<file path="src/rtl/mux_scan_ctrl.sv">
// Scan controller for a downstream 4x1 mux: steps sel through channels 0..3,
// dwells DWELL cycles on each, samples f_in, and publishes the 4-bit result.
`timescale 1ns/1ps
module mux_scan_ctrl #(
  parameter int DWELL = 2
) (
  input  logic       clk,
  input  logic       rst_n,
  input  logic       start,
  input  logic       abort,
  input  logic       cont,
  input  logic       f_in,
  output logic [1:0] sel,
  output logic [3:0] data_out,
  output logic       valid,
  output logic       busy
);

  localparam logic       S_IDLE = 1'b0;
  localparam logic       S_SCAN = 1'b1;
  localparam logic [3:0] LAST   = 4'(DWELL - 1);

  logic       r_state;
  logic [3:0] r_cnt;
  logic [1:0] r_sel;
  logic [2:0] r_sh;
  logic [3:0] r_data;
  logic       r_valid;
  logic       w_last;

  assign w_last = (r_cnt == LAST);

  always_ff @(posedge clk or negedge rst_n) begin
    if (!rst_n) begin
      r_state <= S_IDLE;
      r_cnt   <= 4'd0;
      r_sel   <= 2'd0;
      r_sh    <= 3'd0;
      r_data  <= 4'd0;
      r_valid <= 1'b0;
    end else begin
      r_valid <= 1'b0;
      case (r_state)
        S_IDLE: begin
          r_cnt <= 4'd0;
          r_sel <= 2'd0;
          // a coincident abort vetoes the start
          if (start && !abort) r_state <= S_SCAN;
        end
        S_SCAN: begin
          if (abort) begin
            r_state <= S_IDLE;
            r_cnt   <= 4'd0;
            r_sel   <= 2'd0;
            r_sh    <= 3'd0;
          end else if (!w_last) begin
            r_cnt <= r_cnt + 4'd1;
          end else begin
            r_cnt <= 4'd0;
            if (r_sel != 2'd3) begin
              r_sh[r_sel] <= f_in;
              r_sel       <= r_sel + 2'd1;
            end else begin
              r_data  <= {f_in, r_sh};
              r_valid <= 1'b1;
              r_sel   <= 2'd0;
              r_sh    <= 3'd0;
              r_state <= cont ? S_SCAN : S_IDLE;
            end
          end
        end
        default: r_state <= S_IDLE;
      endcase
    end
  end

  assign sel      = r_sel;
  assign data_out = r_data;
  assign valid    = r_valid;
  assign busy     = (r_state == S_SCAN);

endmodule

</file>
<file path="config.mk">
export PLATFORM = sky130hd
export DESIGN_NAME = mux_scan_ctrl
export DESIGN_NICKNAME = d
export VERILOG_FILES = /design/src/rtl/mux_scan_ctrl.sv
export SDC_FILE = /design/constraint.sdc
export NUM_CORES = 1
export LEC_CHECK = 0
export CAP_MARGIN = 20
export CORE_UTILIZATION = 45
export DETAILED_ROUTE_END_ITERATION = 10
export PLACE_DENSITY = 0.71
export SLEW_MARGIN = 15
export SYNTH_ARGS = -nofsm -noshare
export SYNTH_HDL_FRONTEND = slang
export SYNTH_SLANG_ARGS = --single-unit
export TNS_END_PERCENT = 100
</file>
<file path="constraint.sdc">
create_clock -name clk -period 2.8 [get_ports clk]
set_clock_uncertainty 0.15 [all_clocks]
set_input_delay 0.42 -clock clk [delete_from_list [all_inputs] [get_ports clk]]
set_output_delay 0.42 -clock clk [all_outputs]
set_load 0.005 [all_outputs]
</file>
Yosys cells after proc, flatten, opt, wreduce, memory -nomap -nowiden:

Cells that the tools add are included.

* add/subtract/negate cells: 2
* order comparisons: 2
* equality and inequality tests: 3
* mux-type cells: 23
* bitwise gates (word level): 3
* reductions and logical operators: 6

Operators with widths (number)
* two-way mux 1 bit: 10
* two-way mux 3 bit: 3
* two-way mux 4 bit: 2
* case mux 4 bit (2 select lines): 1
* two-way mux 2 bit: 3
* adder 4 x 1 -> 4 bit, second input constant: 1
* == test 4 x 1 -> 1 bit, second input constant: 1
* case mux 2 bit (2 select lines): 1
* AND reduction 4 bit: 1
* bitwise mux 3 bit: 1
* less-than comparator 2 x 3 -> 1 bit, second input constant: 1
* inequality test 3 x 2 -> 1 bit, second input constant: 1
* inverter 1 bit: 3
* adder 2 x 1 -> 2 bit, second input constant: 1
* demux 1 bit (select 2 bit): 1
* >= comparator 2 x 1 -> 1 bit, second input constant: 1
* logical AND 1 bit: 2
* inequality test 2 bit, second input constant: 1
* case mux 1 bit (2 select lines): 1
* AND reduction 2 bit: 1
* nonzero test 2 bit: 1
* zero test 1 bit: 1

* register bits after elaboration: 15
* input bits: 6

Depth between registers and ports, before layout:

Gate-level depths: netlist of run 1.

* word-level depth: 8
* mapped depth: 6

Worst setup path before layout of run 1:

No wires, ideal clock.

* path type: reg2reg
* start point: reg r_cnt[1]
* end point: reg r_data[2], in the netlist data_out[2]
* arrival time: 1510 ps
* required time: 2525 ps
* slack: 1015 ps
* stages on the path, launching flop included: 7
* period minus slack after synthesis: 1785 ps
* path through: dfrtp_1 inv_1 ha_1 nor3b_1 and3_1 buf_4 mux2_2

* word-level cells in the longest chain between the ends: 2

Ends and longest elaborated chain
* start: declaration: RTL line 24 `logic [3:0] r_cnt;`
* start signal: assignment: RTL line 57 `r_cnt <= r_cnt + 4'd1;`
* == test 4 x 1 -> 1 bit: RTL line 31 `assign w_last = (r_cnt == LAST);`
* AND reduction 4 bit (no source line)
* end signal: assignment: RTL line 64 `r_data <= {f_in, r_sh};`
* end: declaration: RTL line 27 `logic [3:0] r_data;`

No other way between the ends.
A chain may end at the register's enable or synchronous reset.

Worst setup path in the final report of run 1:

Ends and elaborated chain as after synthesis.

==> metrics.cfg, run 1 <==
[clocking]
post-cts-setup-buffer-count = 0
clock_path_buffers = 2
tritoncts = yes
cts_resized = 0
cts-root-buf = clkbuf_4
insertion_delay_ns = 0.28
ctsHoldBuffers = 0
clk_pin_slew_ns = 0.08
cts_max_level = 1
cts.sinks = 15
cts_buffers = 3

[floorplanning]
rows = 14
die_w_um = 42.40
start_util = 0.4819
die_area_sq_um = 1798
fp.dieH_um = 42.40
ios = 14
core-area_sq_um = 1524

[yosys]
avgSynthCellArea_sq_um = 11.13
synth_warnings = 0
netlist_instances = 66
ys_ff_latch = 15
syn_nets = 78
async_flop_share = 1.000
synth-edff-count = 0
synth-seq-area-share = 0.5111
synthFlopType = dfrtp_1
synth_cell_types = 26
syn_area_sq_um = 734.5

[sta]
hold_viol = 0
worstMarginPinSlew_ns = 0.6328
period_share = 0.7103
tns_ns = 0
hold-worst-slack_ns = 0.3364
finalSetupViolations = 0
max-slew-margin-rel = 0.5768
rsz0062_at_grt = no
slew_violations = 0
fmaxAchievable_mhz = 502.8
period_needed_ns = 1.989

[worst_setup_path]
crit_arrival_ns = 2.00
reg2reg_to = data_out[2]
critPathRequiredTime_ns = 2.82
cp-start-kind = flop
r2r-start = r_cnt[1]
reg2reg_slack_ns = 0.81
worstPathMaxFanout = 5
reg2reg_depth = 5
crit_path_end_kind = flop
criticalPathCategory = reg2reg
startpoint = r_cnt[1]

[route]
drt_wl_total_um = 1160
dr.first_iter.drc_count = 10
vias_per_cell = 5.412
vias = 525
drc = 0
drtPass1Iterations = 3
ant_nets = 0
wl_per_cell_um = 11.96

[cells_and_area]
diodes = 0
multiInputGateArea_sq_um = 335.3
nFillCells = 136
register_area_sq_um = 375.4
syn2layout_area_growth_pct = 22.49
final_layout_size_suffix_gt1_frac = 0.07407
layout.nets = 94

[min_path]
hold_depth = 1
hp-class = reg2reg
min_to = data_out[0]
hold_start = data_out[0]

[global_routing]
grt_remaining_overflow = 0
grt_pass1_wl_um = 2049
track_usage = 0.1536
grt_max_degree = 16
grt_pass1_vias = 479
antenna_found_initial = 0

[placed_design]
routabilityCongestion = 0.6911
io_buffers = 13
hpwlAfterDp_um = 919.8

[power]
irDropWorstVdd_mv = 0.3219
p_leak_nw = 0.4069
p_per_area_nw_per_um2 = 439.2

[run_status]
status = completed

[job]
max_cap_violations = 0

[how the worst max path moves through the flow]
| stage | to | cells after the start | slack [ns] |
|---|---|---|---|
| finish | data_out[2] | 5 | 0.81 |
| detailed placement | data_out[2] | 4 | 0.74 |
| floorplan | data_out[2] | 6 | 1.02 |
| global route | data_out[2] | 5 | 0.63 |
| global placement | data_out[2] | 4 | 0.77 |
| CTS | data_out[2] | 5 | 0.80 |
[where the power goes]
part,internal (mW),switching [mW]
Combinational,0.0196,0.0189
Clock,0.0529,0.0652
Sequential,0.228,0.0108
Total,0.300,0.0949
[routing by layer]
metal,vias up,GRT usage,wire length (um)
li1,264,-,-
met1,250,0.2083,563
met2,7,0.2369,552
met3,4,0.02586,23
met4,0,0.07500,21
met5,-,0,0
[cells in the final DEF (no fill, tap or decap), types with 2 or more instances in the layout]
cell	Yosys	routed
nand3b_1	2	2
nand3_1	5	5
ha_1	6	6
a21oi_1	2	2
clkbuf_4	0	3
mux2_1	3	3
clkdlybuf4s50_1	0	13
o31ai_1	2	2
dfrtp_1	15	15
nand2_1	7	7
nor2_1	5	5
inv_1	3	3
[cell families (layout without fill, tap and decap cells)]
logic type      count (synthesis)  count (layout)  synth area share
mux                             4               4           0.06132
compound gates                  7               7           0.06643
flops                          15              15            0.5111
simple gates                   27              27            0.2027
fa+ha+maj                       6               6            0.1022
xor+xnor                        2               2           0.02385
buf+inv                         5              20           0.03236
[cell usage after synthesis (2+ instances only)]
library cell	number	area [sq um]
nand3b_1	2	15.01
nand2_1	7	26.28
a21oi_1	2	10.01
nor2_1	5	18.77
inv_1	3	11.26
ha_1	6	75.07
mux2_1	3	33.78
nand3_1	5	25.02
dfrtp_1	15	375.4
o31ai_1	2	15.01
[final cells by class]
class                   instances  area share
clock buffers                   3     0.02503
well taps                      16     0.02225
clock inverters                 1    0.005563
multi-input cells              46      0.3727
flip-flops and latches         15      0.4172
inverters                       3     0.01252
repair buffers                 13      0.1446
[worst max-delay path, cell delays in order, from the launching register on]
cell and delay (ns):
dfrtp_1 0.40, inv_1 0.06, ha_1 0.15, nor3b_1 0.40
and3_1 0.36, mux2_2 0.36
[per-stage QoR]
stage	power, mW	utilization	setup WS [ns]	instances	area (sq um)
CTS	0.4037	0.5903	0.7973	97	899.6
detailed placement	0.2824	0.5723	0.7382	93	872.1
global route	0.4142	0.5903	0.6254	97	899.6
global placement	0.2812	0.5723	0.7706	93	872.1
floorplan	0.2608	-	1.015	66	734.5
finish	0.3951	0.5903	0.8111	97	899.6
[state kept, by name, indices dropped and copies added (netlist names)]
register / count
data_out: 4
busy: 1
r_cnt: 4
sel: 2
r_sh: 3
valid: 1
Power figures use the tool's default switching activity.
==> run 2: changes to the inputs <==
--- a/config.mk
+++ b/config.mk
@@ -6,9 +6,9 @@
 export NUM_CORES = 1
 export LEC_CHECK = 0
 export CAP_MARGIN = 20
-export CORE_UTILIZATION = 45
+export CORE_UTILIZATION = 44
 export DETAILED_ROUTE_END_ITERATION = 10
-export PLACE_DENSITY = 0.71
+export PLACE_DENSITY = 0.72
 export SLEW_MARGIN = 15
 export SYNTH_ARGS = -nofsm -noshare
 export SYNTH_HDL_FRONTEND = slang
==> constraint.sdc (replaced) <==
create_clock -name clk -period 1.8 [get_ports clk]
set_clock_uncertainty 0.15 [all_clocks]
set_input_delay 0.27 -clock clk [delete_from_list [all_inputs] [get_ports clk]]
set_output_delay 0.27 -clock clk [all_outputs]
set_load 0.005 [all_outputs]
==> run 2 against run 1 <==
Against the previous run:
- die area is 2.2% higher
- clock power rose by 55%
- hold slack worse by 0.19 ns
- largest power group unchanged
==> metrics.cfg, run 2 (same netlist as run 1, synthesis figures left out) <==
[run_status]
status = completed

[route]
drtPass1Iterations = 4
vias = 560
vias_per_cell = 5.283
dr.first_iter.drc_count = 16
wl_per_cell_um = 12.53
drc = 0
drt_wl_total_um = 1328
ant_nets = 0

[worst_setup_path]
slowest_stage = or3b_4
reg2reg_depth = 5
crit_buf_inv = 1
critPathRequiredTime_ns = 1.85
crit_arrival_ns = 1.75
cp_slowest_stage_delay_ns = 0.42
reg2reg_to = sel[0]
reg2reg_slack_ns = 0.10
cp-start-kind = flop
crit_path_end_kind = flop
worstPathMaxFanout = 5
crit_chain = inv_1, ha_1, or3b_4, or3_1, a21oi_1
r2r-start = r_cnt[1]
criticalPathCategory = reg2reg
cp_top_family = simple AND/OR/NAND/NOR gates

[sta]
period_share = 0.9418
rsz0062_at_grt = no
tns_ns = 0
hold_viol = 0
final.setup.worst_slack_ns = 0.1048
max-slew-margin-rel = 0.8433
fmaxAchievable_mhz = 589.9
finalSetupViolations = 0
period_needed_ns = 1.695
hold-worst-slack_ns = 0.1443
slew_violations = 0
worstMarginPinSlew_ns = 0.2344

[cells_and_area]
diodes = 0
final_layout_size_suffix_gt1_frac = 0.1889
layout_common_cells = 15 x dfrtp_1, 13 x clkdlybuf4s50_1, 9 x buf_4
syn2layout_area_growth_pct = 32.71
fin_cells = 106
layout.nets = 103
layout_commonest_cell = dfrtp_1
register_area_sq_um = 375.4
nFillCells = 124
multiInputGateArea_sq_um = 344.1

[clocking]
insertion_delay_ns = 0.27
cts_max_level = 1
cts_resized = 0
post-cts-setup-buffer-count = 0
cts-root-buf = clkbuf_4
ctsHoldBuffers = 0
cts.sinks = 15
clk_pin_slew_ns = 0.08
clock_path_buffers = 2
tritoncts = yes
cts_buffers = 3

[global_routing]
grt_use_met2 = 0.2879
grt_pass1_vias = 565
grt_remaining_overflow = 0
grt.busiest_layer = met2
grt_max_degree = 16
antenna_found_initial = 0
grt_pass1_wl_um = 2394
track_usage = 0.1720
grt_use_met3 = 0.05532
grt_use_met1 = 0.2153

[placed_design]
io_buffers = 13
hpwlAfterDp_um = 1082
dp_cells = 102
post-place-ws_ns = 0.02678
routabilityCongestion = 0.7289

[min_path]
hp-class = in2async

[floorplanning]
ios = 14
core-area_sq_um = 1524
die_w_um = 42.86
fp.dieH_um = 42.86
rows = 14
die_area_sq_um = 1837
start_util = 0.4819

[power]
p_per_area_nw_per_um2 = 644.9
totalPowerFinal_mw = 0.6286
irDropWorstVdd_mv = 0.4227
p_leak_nw = 0.4563

[job]
max_cap_violations = 0

## run 2: how the worst max path moves through the flow
stage	depth (start not counted)	end	from
final	5	sel[0]	r_cnt[1]
after global routing	5	sel[0]	r_cnt[1]
after CTS	5	data_out[1]	r_cnt[1]
after detailed placement	5	data_out[1]	r_cnt[1]
after global placement	4	data_out[2]	abort
after floorplan	6	data_out[2]	r_cnt[1]
## run 2: area by class of cell
type	instances	area share
Inverter	3	0.01155
Clock buffer	4	0.02696
Tap cell	16	0.02054
Timing Repair Buffer	22	0.2028
Sequential cell	15	0.3851
Multi-Input combinational cell	46	0.3530
## run 2: metrics by stage
stage               utilization  instance area (sq um)
floorplan                     -                  734.5
global placement         0.6166                  939.7
detailed placement       0.6166                  939.7
CTS                      0.6338                  965.9
global route             0.6396                  974.7
finish                   0.6396                  974.7
## run 2: report_power, final
group          switching (mW)  internal, mW  leakage, nW
combinational          0.0342        0.0424        0.239
sequential             0.0152         0.354        0.202
clock                  0.0968        0.0858       0.0150
## run 2: metal layers
metal | part of all wire | up-vias
met4 | 0 | 0
li1 | - | 277
met1 | 0.46 | 275
met2 | 0.51 | 8
met5 | 0 | -
met3 | 0.029 | 0
==> run 3: changes to the inputs <==
--- a/config.mk
+++ b/config.mk
@@ -6,6 +6,7 @@
 export NUM_CORES = 1
 export LEC_CHECK = 0
 export CAP_MARGIN = 20
+export CORE_ASPECT_RATIO = 0.8
 export CORE_UTILIZATION = 44
 export DETAILED_ROUTE_END_ITERATION = 10
 export PLACE_DENSITY = 0.72
==> run 3 against run 2 <==
Against the previous run:
- sequential cell count stayed put
- count of clock-buffer cells in the layout is 1 lower
- final cell count is 3.8% higher
- core utilization is 1.8 points higher
- setup slack worse by 0.044 ns
- hold slack hardly changed
- register-to-register slack worse by 0.02 ns
- via count is 1.3% higher
- critical path type is now reg2out
- largest cell class unchanged
- largest power group unchanged
- highest routed layer is now met4
==> metrics.cfg, run 3 (same netlist as run 1, synthesis figures left out) <==
[floorplanning]
fp.dieH_um = 38.54
ios = 14
start_util = 0.4991
die_area_sq_um = 1838
die_w_um = 47.68
rows = 12
core-area_sq_um = 1471

[route]
wl_per_cell_um = 11.75
drtPass1Iterations = 2
drc = 0
drt_wl_total_um = 1292
ant_nets = 0
dr.first_iter.drc_count = 6
vias = 567
vias_per_cell = 5.155

[placed_design]
io_buffers = 13
routabilityCongestion = 0.8513
dp_cells = 106
post-place-ws_ns = -0.007589
hpwlAfterDp_um = 997.8
dpl_cell_area_sq_um = 938.4

[clocking]
cts-root-buf = clkbuf_4
cts_buffers = 3
clock_path_buffers = 2
tritoncts = yes
insertion_delay_ns = 0.28
cts_max_level = 1
clk_pin_slew_ns = 0.08
ctsHoldBuffers = 0
cts.sinks = 15

[worst_setup_path]
cp_top_family = buffers and inverters
crit_arrival_ns = 1.32
cp-start-kind = flop
criticalPathCategory = reg2out
crit_chain = clkdlybuf4s50_1
cp_slowest_stage_delay_ns = 0.55
slowest_stage = clkdlybuf4s50_1
crit_path_end_kind = primary output
worstPathMaxFanout = 9
critPathRequiredTime_ns = 1.38
crit_buf_inv = 1

[power]
p_leak_nw = 0.4471
irDropWorstVdd_mv = 0.4730
p_per_area_nw_per_um2 = 649.9
totalPowerFinal_mw = 0.6285

[sta]
hold-worst-slack_ns = 0.1441
tns_ns = 0
period_share = 0.9664
period_needed_ns = 1.739
slew_violations = 0
final.setup.worst_slack_ns = 0.06054
finalSetupViolations = 0
hold_viol = 0
worstMarginPinSlew_ns = 0.2429
rsz0062_at_grt = no
max-slew-margin-rel = 0.8359
fmaxAchievable_mhz = 574.9

[cells_and_area]
syn2layout_area_growth_pct = 31.69
layout_common_cells = 15 x dfrtp_1, 13 x clkdlybuf4s50_1, 8 x buf_4
diodes = 0
nFillCells = 135
layout_commonest_cell = dfrtp_1
final_core_util = 0.6573
final_layout_size_suffix_gt1_frac = 0.1685
fin_cells = 110
layout.nets = 102
fin_area_sq_um = 967.2

[min_path]
hp-class = in2async

[job]
max_cap_violations = 0

[global_routing]
antenna_found_initial = 0
track_usage = 0.1872
grt_pass1_wl_um = 2277
grt_max_degree = 16
grt_remaining_overflow = 0
grt_pass1_vias = 506

[run_status]
status = completed

## run 3: cell types whose count changed in the layout (fill, tap and decap cells not counted)
cell,before,now
clkbuf_1,1,0
or3b_4,1,0
buf_4,9,8
nor3b_2,1,0
or3b_1,0,1
nor3b_1,0,1
clkinv_2,0,1
## run 3: final cells by class
class                      instances  area (sq um)  share of cell area
inverter                           3         11.26             0.01164
clock inverter                     1         5.005            0.005175
tap                               21         26.28             0.02717
sequential                        15         375.4              0.3881
multi-input combinational         46         336.6              0.3480
clock buffer                       3         22.52             0.02329
timing repair buffer              21         190.2              0.1966
## run 3: final timing paths
kind                             start           to  slack (ns)  cells past startpoint
hold / removal                   rst_n  data_out[0]        0.14                      2
max in group asynchronous        rst_n  data_out[2]        1.18                      2
setup reg to reg              r_cnt[1]  data_out[2]        0.08                      5
min in group clk           data_out[0]  data_out[0]        0.34                      1
hold reg to reg            data_out[0]  data_out[0]        0.34                      1
setup / recovery                  busy         busy        0.06                      1
## run 3: power breakdown
part,switching (mW),leakage (nW),total [mW],internal [mW]
registers,0.0154,0.202,0.370,0.354
logic,0.0330,0.227,0.0721,0.0392
clock network,0.104,0.0177,0.187,0.0826
total,0.153,0.447,0.629,0.476
## run 3: timing repair
action | CTS | global route
endpoints found under the setup margin | 0 | 4
buffers inserted | 0 | 0
gates resized for setup | 0 | 1
## run 3: routing by layer
layer | vias up | share of wire | routed length, um | global-route usage
li1 | 279 | - | - | -
met1 | 271 | 0.51 | 658 | 0.2633
met2 | 13 | 0.42 | 538 | 0.2601
met3 | 4 | 0.053 | 69 | 0.07075
met4 | 0 | 0.019 | 25 | 0.06250
met5 | - | 0 | 0 | 0
